**src/rtl/mips_pkg.sv**
```systemverilog
`default_nettype none
// ============================================================================
// Module      : mips_pkg
// Description : Shared MIPS encoding constants for the decode and execute
//               stages: opcode and funct values, the ALU operation codes,
//               the branch/jump class codes, the decode FSM state type and
//               the control bundle produced by the field decoder.
// Revision    : 1.0 - initial release
// ============================================================================
package mips_pkg;

  // Primary opcodes (insn[31:26])
  localparam logic [5:0] c_OP_RTYPE = 6'h00;
  localparam logic [5:0] c_OP_J     = 6'h02;
  localparam logic [5:0] c_OP_JAL   = 6'h03;
  localparam logic [5:0] c_OP_BEQ   = 6'h04;
  localparam logic [5:0] c_OP_BNE   = 6'h05;
  localparam logic [5:0] c_OP_ADDI  = 6'h08;
  localparam logic [5:0] c_OP_ADDIU = 6'h09;
  localparam logic [5:0] c_OP_SLTI  = 6'h0A;
  localparam logic [5:0] c_OP_SLTIU = 6'h0B;
  localparam logic [5:0] c_OP_ANDI  = 6'h0C;
  localparam logic [5:0] c_OP_ORI   = 6'h0D;
  localparam logic [5:0] c_OP_XORI  = 6'h0E;
  localparam logic [5:0] c_OP_LUI   = 6'h0F;
  localparam logic [5:0] c_OP_LW    = 6'h23;
  localparam logic [5:0] c_OP_SW    = 6'h2B;

  // R-type function codes (insn[5:0])
  localparam logic [5:0] c_FN_SLL  = 6'h00;
  localparam logic [5:0] c_FN_SRL  = 6'h02;
  localparam logic [5:0] c_FN_SRA  = 6'h03;
  localparam logic [5:0] c_FN_JR   = 6'h08;
  localparam logic [5:0] c_FN_ADD  = 6'h20;
  localparam logic [5:0] c_FN_ADDU = 6'h21;
  localparam logic [5:0] c_FN_SUB  = 6'h22;
  localparam logic [5:0] c_FN_SUBU = 6'h23;
  localparam logic [5:0] c_FN_AND  = 6'h24;
  localparam logic [5:0] c_FN_OR   = 6'h25;
  localparam logic [5:0] c_FN_XOR  = 6'h26;
  localparam logic [5:0] c_FN_NOR  = 6'h27;
  localparam logic [5:0] c_FN_SLT  = 6'h2A;
  localparam logic [5:0] c_FN_SLTU = 6'h2B;

  // ALU operation codes consumed by execute
  localparam logic [3:0] c_ALU_ADD  = 4'd0;
  localparam logic [3:0] c_ALU_SUB  = 4'd1;
  localparam logic [3:0] c_ALU_AND  = 4'd2;
  localparam logic [3:0] c_ALU_OR   = 4'd3;
  localparam logic [3:0] c_ALU_XOR  = 4'd4;
  localparam logic [3:0] c_ALU_NOR  = 4'd5;
  localparam logic [3:0] c_ALU_SLT  = 4'd6;
  localparam logic [3:0] c_ALU_SLTU = 4'd7;
  localparam logic [3:0] c_ALU_SLL  = 4'd8;
  localparam logic [3:0] c_ALU_SRL  = 4'd9;
  localparam logic [3:0] c_ALU_SRA  = 4'd10;
  localparam logic [3:0] c_ALU_LUI  = 4'd11;

  // Branch / jump class codes
  localparam logic [1:0] c_BR_NONE  = 2'b00;
  localparam logic [1:0] c_BR_BEQ   = 2'b01;
  localparam logic [1:0] c_BR_BNE   = 2'b10;
  localparam logic [1:0] c_JMP_NONE = 2'b00;
  localparam logic [1:0] c_JMP_J    = 2'b01;
  localparam logic [1:0] c_JMP_JR   = 2'b10;

  typedef enum logic [0:0] {
    ST_RUN    = 1'b0,
    ST_REPLAY = 1'b1
  } dec_state_t;

  // Field-decoder result; uses_rs/uses_rt flag source-register reads.
  typedef struct packed {
    logic [31:0] imm;
    logic [4:0]  shamt;
    logic [4:0]  dest;
    logic [3:0]  alu_op;
    logic        reg_write;
    logic        mem_read;
    logic        mem_write;
    logic [1:0]  branch;
    logic [1:0]  jump;
    logic        link;
    logic        illegal;
    logic        uses_rs;
    logic        uses_rt;
  } ctrl_t;

endpackage
`default_nettype wire

```
**src/rtl/decode_ctrl.sv**
```systemverilog
`default_nettype none
// ============================================================================
// Module      : decode_ctrl
// Description : Purely combinational instruction field decoder.
//   i_insn  in  32  instruction word being decoded
//   i_pc    in  32  PC of that instruction (upper bits of pc+4 form J targets)
//   o_ctrl  out     control bundle: imm, shamt, dest, alu_op, write/mem
//                   enables, branch/jump class, link, illegal, source usage
// Revision    : 1.0 - initial release
// ============================================================================
module decode_ctrl
  import mips_pkg::*;
(
  input  logic [31:0] i_insn,
  input  logic [31:0] i_pc,
  output ctrl_t       o_ctrl
);

  logic [5:0]  w_op;
  logic [5:0]  w_fn;
  logic [4:0]  w_rt;
  logic [4:0]  w_rd;
  logic [31:0] w_sext;
  logic [31:0] w_zext;
  logic [31:0] w_pc4;
  logic [31:0] w_jtarget;
  logic        w_unused_pc4;

  assign w_op      = i_insn[31:26];
  assign w_fn      = i_insn[5:0];
  assign w_rt      = i_insn[20:16];
  assign w_rd      = i_insn[15:11];
  assign w_sext    = {{16{i_insn[15]}}, i_insn[15:0]};
  assign w_zext    = {16'h0, i_insn[15:0]};
  assign w_pc4     = i_pc + 32'd4;
  assign w_jtarget = {w_pc4[31:28], i_insn[25:0], 2'b00};
  // Only the segment bits of pc+4 matter for jump targets.
  assign w_unused_pc4 = ^w_pc4[27:0];

  always_comb begin
    o_ctrl        = '0;
    o_ctrl.imm    = w_sext;
    o_ctrl.shamt  = i_insn[10:6];
    o_ctrl.alu_op = c_ALU_ADD;
    o_ctrl.branch = c_BR_NONE;
    o_ctrl.jump   = c_JMP_NONE;
    case (w_op)
      c_OP_RTYPE: begin
        o_ctrl.dest      = w_rd;
        o_ctrl.reg_write = 1'b1;
        o_ctrl.uses_rs   = 1'b1;
        o_ctrl.uses_rt   = 1'b1;
        case (w_fn)
          c_FN_ADD, c_FN_ADDU: o_ctrl.alu_op = c_ALU_ADD;
          c_FN_SUB, c_FN_SUBU: o_ctrl.alu_op = c_ALU_SUB;
          c_FN_AND:            o_ctrl.alu_op = c_ALU_AND;
          c_FN_OR:             o_ctrl.alu_op = c_ALU_OR;
          c_FN_XOR:            o_ctrl.alu_op = c_ALU_XOR;
          c_FN_NOR:            o_ctrl.alu_op = c_ALU_NOR;
          c_FN_SLT:            o_ctrl.alu_op = c_ALU_SLT;
          c_FN_SLTU:           o_ctrl.alu_op = c_ALU_SLTU;
          // Shifts take their amount from shamt, not from rs.
          c_FN_SLL: begin o_ctrl.alu_op = c_ALU_SLL; o_ctrl.uses_rs = 1'b0; end
          c_FN_SRL: begin o_ctrl.alu_op = c_ALU_SRL; o_ctrl.uses_rs = 1'b0; end
          c_FN_SRA: begin o_ctrl.alu_op = c_ALU_SRA; o_ctrl.uses_rs = 1'b0; end
          c_FN_JR: begin
            o_ctrl.dest      = 5'd0;
            o_ctrl.reg_write = 1'b0;
            o_ctrl.uses_rt   = 1'b0;
            o_ctrl.jump      = c_JMP_JR;
          end
          default: begin
            o_ctrl.illegal   = 1'b1;
            o_ctrl.dest      = 5'd0;
            o_ctrl.reg_write = 1'b0;
            o_ctrl.uses_rs   = 1'b0;
            o_ctrl.uses_rt   = 1'b0;
          end
        endcase
      end
      c_OP_ADDI, c_OP_ADDIU, c_OP_SLTI, c_OP_SLTIU: begin
        o_ctrl.dest      = w_rt;
        o_ctrl.reg_write = 1'b1;
        o_ctrl.uses_rs   = 1'b1;
        if (w_op == c_OP_SLTI)       o_ctrl.alu_op = c_ALU_SLT;
        else if (w_op == c_OP_SLTIU) o_ctrl.alu_op = c_ALU_SLTU;
        else                         o_ctrl.alu_op = c_ALU_ADD;
      end
      c_OP_ANDI, c_OP_ORI, c_OP_XORI: begin
        o_ctrl.dest      = w_rt;
        o_ctrl.reg_write = 1'b1;
        o_ctrl.uses_rs   = 1'b1;
        o_ctrl.imm       = w_zext;
        if (w_op == c_OP_ANDI)     o_ctrl.alu_op = c_ALU_AND;
        else if (w_op == c_OP_ORI) o_ctrl.alu_op = c_ALU_OR;
        else                       o_ctrl.alu_op = c_ALU_XOR;
      end
      c_OP_LUI: begin
        o_ctrl.dest      = w_rt;
        o_ctrl.reg_write = 1'b1;
        o_ctrl.alu_op    = c_ALU_LUI;
        o_ctrl.imm       = {i_insn[15:0], 16'h0};
      end
      c_OP_LW: begin
        o_ctrl.dest      = w_rt;
        o_ctrl.reg_write = 1'b1;
        o_ctrl.mem_read  = 1'b1;
        o_ctrl.uses_rs   = 1'b1;
      end
      c_OP_SW: begin
        o_ctrl.mem_write = 1'b1;
        o_ctrl.uses_rs   = 1'b1;
        o_ctrl.uses_rt   = 1'b1;
      end
      c_OP_BEQ, c_OP_BNE: begin
        o_ctrl.alu_op  = c_ALU_SUB;
        o_ctrl.branch  = (w_op == c_OP_BEQ) ? c_BR_BEQ : c_BR_BNE;
        o_ctrl.uses_rs = 1'b1;
        o_ctrl.uses_rt = 1'b1;
      end
      c_OP_J: begin
        o_ctrl.jump = c_JMP_J;
        o_ctrl.imm  = w_jtarget;
      end
      c_OP_JAL: begin
        o_ctrl.jump      = c_JMP_J;
        o_ctrl.imm       = w_jtarget;
        o_ctrl.dest      = 5'd31;
        o_ctrl.reg_write = 1'b1;
        o_ctrl.link      = 1'b1;
      end
      default: o_ctrl.illegal = 1'b1;
    endcase
    // Writes to $0 are discarded, so never request them.
    if (o_ctrl.dest == 5'd0) o_ctrl.reg_write = 1'b0;
  end

endmodule
`default_nettype wire

```
**src/rtl/decode.sv**
```systemverilog
`default_nettype none
// ============================================================================
// Module      : decode
// Description : MIPS decode stage: load-use hazard detection with a one-deep
//               replay buffer, branch flush, and the ID/EX pipeline register.
//   clock, reset_n        clock / asynchronous active-low reset
//   pc_in, insn_in        fetched PC (0 = fetch bubble) and instruction
//   do_branch             execute redirect, flushes decode
//   rs_addr, rt_addr      register-file read addresses (combinational)
//   rs_data, rt_data      register-file read data
//   stall                 load-use hold request to fetch
//   pc_out .. illegal     registered ID/EX outputs
// Revision    : 1.0 - initial release
// ============================================================================
module decode
  import mips_pkg::*;
#(
  parameter logic [31:0] RESET_PC = 32'h0
) (
  input  logic        clock,
  input  logic        reset_n,
  input  logic [31:0] pc_in,
  input  logic [31:0] insn_in,
  input  logic        do_branch,
  output logic [4:0]  rs_addr,
  output logic [4:0]  rt_addr,
  input  logic [31:0] rs_data,
  input  logic [31:0] rt_data,
  output logic        stall,
  output logic [31:0] pc_out,
  output logic [31:0] rs_val,
  output logic [31:0] rt_val,
  output logic [31:0] imm,
  output logic [4:0]  shamt,
  output logic [4:0]  dest,
  output logic [3:0]  alu_op,
  output logic        reg_write,
  output logic        mem_read,
  output logic        mem_write,
  output logic [1:0]  branch,
  output logic [1:0]  jump,
  output logic        link,
  output logic        valid_out,
  output logic        illegal
);

  dec_state_t  r_state;
  dec_state_t  w_state_next;
  logic [31:0] r_hold_insn;
  logic [31:0] r_hold_pc;
  logic [31:0] w_cur_insn;
  logic [31:0] w_cur_pc;
  ctrl_t       w_ctrl;
  logic        w_in_run;
  logic        w_reads_dest;
  logic        w_hazard;
  logic        w_issue;

  assign w_in_run   = (r_state == ST_RUN);
  assign w_cur_insn = w_in_run ? insn_in : r_hold_insn;
  assign w_cur_pc   = w_in_run ? pc_in   : r_hold_pc;

  decode_ctrl u_ctrl (
    .i_insn (w_cur_insn),
    .i_pc   (w_cur_pc),
    .o_ctrl (w_ctrl)
  );

  assign rs_addr = w_cur_insn[25:21];
  assign rt_addr = w_cur_insn[20:16];

  // A load in ID/EX whose result a source operand needs is not yet available.
  assign w_reads_dest = (w_ctrl.uses_rs && (rs_addr == dest)) ||
                        (w_ctrl.uses_rt && (rt_addr == dest));
  assign w_hazard = w_in_run && (w_cur_pc != 32'h0) && valid_out && mem_read &&
                    (dest != 5'd0) && w_reads_dest;
  assign stall    = w_hazard && !do_branch;
  assign w_issue  = !do_branch && !w_hazard && (w_cur_pc != 32'h0);

  always_comb begin
    w_state_next = r_state;
    case (r_state)
      ST_RUN:    w_state_next = (w_hazard && !do_branch) ? ST_REPLAY : ST_RUN;
      ST_REPLAY: w_state_next = ST_RUN;
      default:   w_state_next = ST_RUN;
    endcase
  end

  always_ff @(posedge clock or negedge reset_n) begin
    if (!reset_n) r_state <= ST_RUN;
    else          r_state <= w_state_next;
  end

  always_ff @(posedge clock or negedge reset_n) begin
    if (!reset_n) begin
      r_hold_insn <= 32'h0;
      r_hold_pc   <= 32'h0;
    end else if (do_branch) begin
      r_hold_insn <= 32'h0;
      r_hold_pc   <= 32'h0;
    end else if (w_hazard) begin
      r_hold_insn <= insn_in;
      r_hold_pc   <= pc_in;
    end
  end

  always_ff @(posedge clock or negedge reset_n) begin
    if (!reset_n) begin
      pc_out    <= RESET_PC;
      rs_val    <= 32'h0;
      rt_val    <= 32'h0;
      imm       <= 32'h0;
      shamt     <= 5'd0;
      dest      <= 5'd0;
      alu_op    <= c_ALU_ADD;
      reg_write <= 1'b0;
      mem_read  <= 1'b0;
      mem_write <= 1'b0;
      branch    <= c_BR_NONE;
      jump      <= c_JMP_NONE;
      link      <= 1'b0;
      valid_out <= 1'b0;
      illegal   <= 1'b0;
    end else if (w_issue && !w_ctrl.illegal) begin
      pc_out    <= w_cur_pc;
      rs_val    <= rs_data;
      rt_val    <= rt_data;
      imm       <= w_ctrl.imm;
      shamt     <= w_ctrl.shamt;
      dest      <= w_ctrl.dest;
      alu_op    <= w_ctrl.alu_op;
      reg_write <= w_ctrl.reg_write;
      mem_read  <= w_ctrl.mem_read;
      mem_write <= w_ctrl.mem_write;
      branch    <= w_ctrl.branch;
      jump      <= w_ctrl.jump;
      link      <= w_ctrl.link;
      valid_out <= 1'b1;
      illegal   <= 1'b0;
    end else begin
      // Bubble; an illegal instruction is flagged on the bubble it becomes.
      pc_out    <= RESET_PC;
      rs_val    <= 32'h0;
      rt_val    <= 32'h0;
      imm       <= 32'h0;
      shamt     <= 5'd0;
      dest      <= 5'd0;
      alu_op    <= c_ALU_ADD;
      reg_write <= 1'b0;
      mem_read  <= 1'b0;
      mem_write <= 1'b0;
      branch    <= c_BR_NONE;
      jump      <= c_JMP_NONE;
      link      <= 1'b0;
      valid_out <= 1'b0;
      illegal   <= w_issue && w_ctrl.illegal;
    end
  end

endmodule
`default_nettype wire

```
**config.mk**
```make
export PLATFORM = sky130hd
export DESIGN_NAME = decode
export DESIGN_NICKNAME = d
export VERILOG_FILES = /design/src/rtl/mips_pkg.sv /design/src/rtl/decode_ctrl.sv /design/src/rtl/decode.sv
export SDC_FILE = /design/constraint.sdc
export NUM_CORES = 1
export LEC_CHECK = 0
export ABC_AREA = 0
export CORE_MARGIN = 2
export CORE_UTILIZATION = 48
export DETAILED_ROUTE_END_ITERATION = 8
export PLACE_DENSITY = 0.81
export SYNTH_ARGS = -nofsm -noshare
export SYNTH_HDL_FRONTEND = slang
export SYNTH_SLANG_ARGS = --single-unit
export TNS_END_PERCENT = 50
```
**constraint.sdc**
```tcl
create_clock -name clock -period 3.08 [get_ports clock]
set_input_delay 0.462 -clock clock [delete_from_list [all_inputs] [get_ports clock]]
set_output_delay 0.462 -clock clock [all_outputs]
set_load 0.01 [all_outputs]
```
==> results.md <==
* Total CTS buffers at 23
* Clock Sinks at 217
* Max IR drop VDD at 0.0003822 V
* Seq cells post-synth at 217
* Pre-antenna DRT Iters at 6
* Die Area at 21840 um2
* IO Port Bufs at 293
* Layout cells sized above 1 at 15.52%
* Largest net degree at the start of global routing at 84
* Worst Setup SP: r_state$_DFF_PN0_
* Ys flop type: dfrtp_1
* Vias per Instance at 5.387
* Synth area leaders: dfrtp_1, nand3b_1, mux2i_1
* CTS clock-pin slew for the worst setup and hold paths at 0.06 ns
* Max Buffers Root-to-Sink at 3
* Tightest Hold Check Type: in -> reg
* Max-slew violation count at 0
* Async SR Flop Fraction at 100.0%
* Initial antenna violation count at 1
* Antenna fix cells at 0
* Worst slew pin tran at 0.9320 ns
* Unique masters post-synth at 66
* Clock skew at 0.01701 ns
* GRT overflow at 0
* Mapped Cells at 910
* Worst Path Required at 2.62 ns
* Die height at 147.8 um
* Die X at 147.8 um
* Vias in the first global route at 8126
* Non-Filler Instances at 1565
* Area share of the largest cell type after synthesis at 54.73%
* # DRC at 0
* Endpoints failing setup at 1
* IO Pins at 294
* PwrDens at 436.3 nW/um2
* Total Wirelength at 29090 um
* Final worst slack at -0.03972 ns
* Clock root cell: clkbuf_16
* Layout Utilization at 72.38%
* Wire per inst at 18.59 um
* CP max FO at 8
* Minimum clock period at 3.120 ns
* Syn Nets at 1041
* Outcome: finished with violations
* Final GP Congestion at 0.8919
* GR Util All Layers at 26.25%
* Detail Placement HPWL at 20980 um
* Critical Path Start Type: flop
* Relative slew slack at 37.64%
* DR vias at 8431
* Row count at 52
* H-tree depth at 1
* Period utilisation layout at 101.3%
* Post-Place Cells at 1510
* Most frequent cell after synthesis: dfrtp_1
* Core Area at 20230 um2
* Leak at 6.346 nW
* Post-route ant nets at 0
* Register area share after synthesis at 54.73%
* Warnings from Yosys at 0
* Endpoint class of the critical path: output port
* CP Class: reg -> out
* Nets@finish at 1411
* First-pass GRT wire length at 45490 um
* Failing checks: setup timing
* Hold Fails Final Rpt at 0
* Starting Density at 49.04%
* Fmax at 0.3205 GHz
* Avg Inst Size Synth at 10.90 um2
* Post-synth EDFFs at 0
* Max-Cap Viols at 0
* Worst skew pair latency at 0.51 ns
* Starting DRT DRC Count at 665
* Critical path arrival at 2.66 ns
* Synth cell count leaders: dfrtp_1, nor2_1, and2_1, nand3b_1, nand2b_1
* Synth area leader: dfrtp_1
* TritonCTS clock tree: yes
* Worst r2r src: r_state$_DFF_PN0_
* RSZ-0062 raised after global routing: true
* Area grow syn2layout at 47.60%
* Mapped Area at 9922 um2
* Min-delay src: rs_data[7]
[cells in the final DEF (no fill, tap or decap), types with 3 or more instances in the layout]
cell type,instances
clkdlybuf4s50_1,290
dfrtp_1,216
buf_4,95
nor2_1,80
and2_1,71
nand3b_1,66
nand2b_1,63
o21ai_0,45
mux2i_1,42
nand2_1,28
o21ai_1,27
clkbuf_16,23
nor4_1,22
mux2_2,21
a21oi_1,15
nand4_1,14
nand3_1,13
a22oi_1,12
nor3_1,11
buf_12,11
inv_1,9
xor2_1,7
a221oi_1,6
a31oi_1,5
clkbuf_1,5
xnor2_1,4
or3_1,4
a211oi_1,4
clkinv_2,4
clkbuf_8,4
nor2b_1,3
o21a_1,3
o211a_1,3
or2_2,3
and3_1,3
o21ai_2,3
buf_6,3
[state kept, by name, indices dropped and copies added, names as in the netlist, 4 cells and up]
name         flops
alu_op           4
r_hold_insn     32
dest             5
r_hold_pc       32
rs_val          32
shamt            5
imm             32
pc_out          32
rt_val          32
[per-layer routing]
metal  vias to the layer above  part of all wire, %  wire [um]  GRT usage, %
met1                      4100                   42      12270         36.73
li1                       3925                    -          -             -
met5                         -                0.038         11             0
met4                         2                  2.0        590         5.865
met2                       361                   48      14040         43.58
met3                        43                  7.5       2180         4.105
[repair_timing]
action | in CTS | in global routing
setup buffers | 11 | 1
pin swaps | 8 | 4
endpoints found under the hold margin | 80 | 0
cloned | 2 | 0
setup endpoints to repair | 2 | 3
hold buffers | 1 | 0
gates resized for setup | 17 | 4
[through the flow]
stage | power [mW] | setup WS (ns) | hold slack, ns | setup TNS [ns] | instance area [um2]
2_1_floorplan | 3.241 | 0.4348 | 0.1664 | 0 | 9922
3_3_place_gp | 3.749 | -0.2560 | 0.4864 | -0.3168 | 13690
3_5_place_dp | 3.756 | -0.3078 | 0.4960 | -0.4676 | 13690
4_1_cts | 6.430 | -0.04258 | 0.4842 | -0.04258 | 14620
5_1_grt | 6.642 | -0.1240 | 0.4890 | -0.1240 | 14650
6_report | 6.389 | -0.03972 | 0.5005 | -0.03972 | 14650
[where the power goes]
group          switching [mW]  total, mW  internal [mW]
Clock                    1.12       2.67           1.55
Sequential             0.0166       2.92           2.90
Combinational           0.365      0.798          0.433
Total                    1.50       6.39           4.89
[worst max-delay path, cell delays in order (launching register included)]
cell and delay, ns:
dfrtp_4 0.51, buf_6 0.15, or3b_1 0.36, and2_4 0.16, nor4_4 0.36, a21oi_2 0.11
o22ai_2 0.16, o211a_1 0.19, buf_2 0.14
[logic make-up (layout without fill, tap and decap cells)]
| kind of cell | Yosys count | count (layout) | share of synthesized area (%) |
|---|---|---|---|
| buffers and inverters | 70 | 455 | 4.212 |
| muxes | 69 | 69 | 7.377 |
| AOI/OAI and AO/OA | 148 | 148 | 9.597 |
| xor gates and xnor gates | 11 | 11 | 0.9710 |
| and+or+nand+nor | 395 | 395 | 23.11 |
| DFF | 217 | 217 | 54.73 |
[path summary, 6_finish.rpt]
path / to / slack (ns) / cells past startpoint
min reg2reg: r_hold_insn[21]$_DFFE_PN0P_ / 0.51 / 2
max: stall / -0.04 / 8
min in group asynchronous: rs_val[6]$_DFF_PN0_ / 0.52 / 2
max in group asynchronous: r_hold_insn[16]$_DFFE_PN0P_ / 1.69 / 3
max reg2reg: imm[30]$_DFF_PN0_ / 0.16 / 10
min: rs_val[7]$_DFF_PN0_ / 0.50 / 2
[cell type report]
| type | instances | area, um2 |
|---|---|---|
| Clock inverter | 8 | 75.07 |
| Clock buffer | 32 | 649.4 |
| Sequential cell | 217 | 5434 |
| Timing Repair Buffer | 405 | 3965 |
| Multi-Input combinational cell | 623 | 4146 |
| Inverter | 10 | 37.54 |
| Tap cell | 270 | 337.8 |
| Fill cell | 1436 | 5589 |
Power figures use the tool's default switching activity.
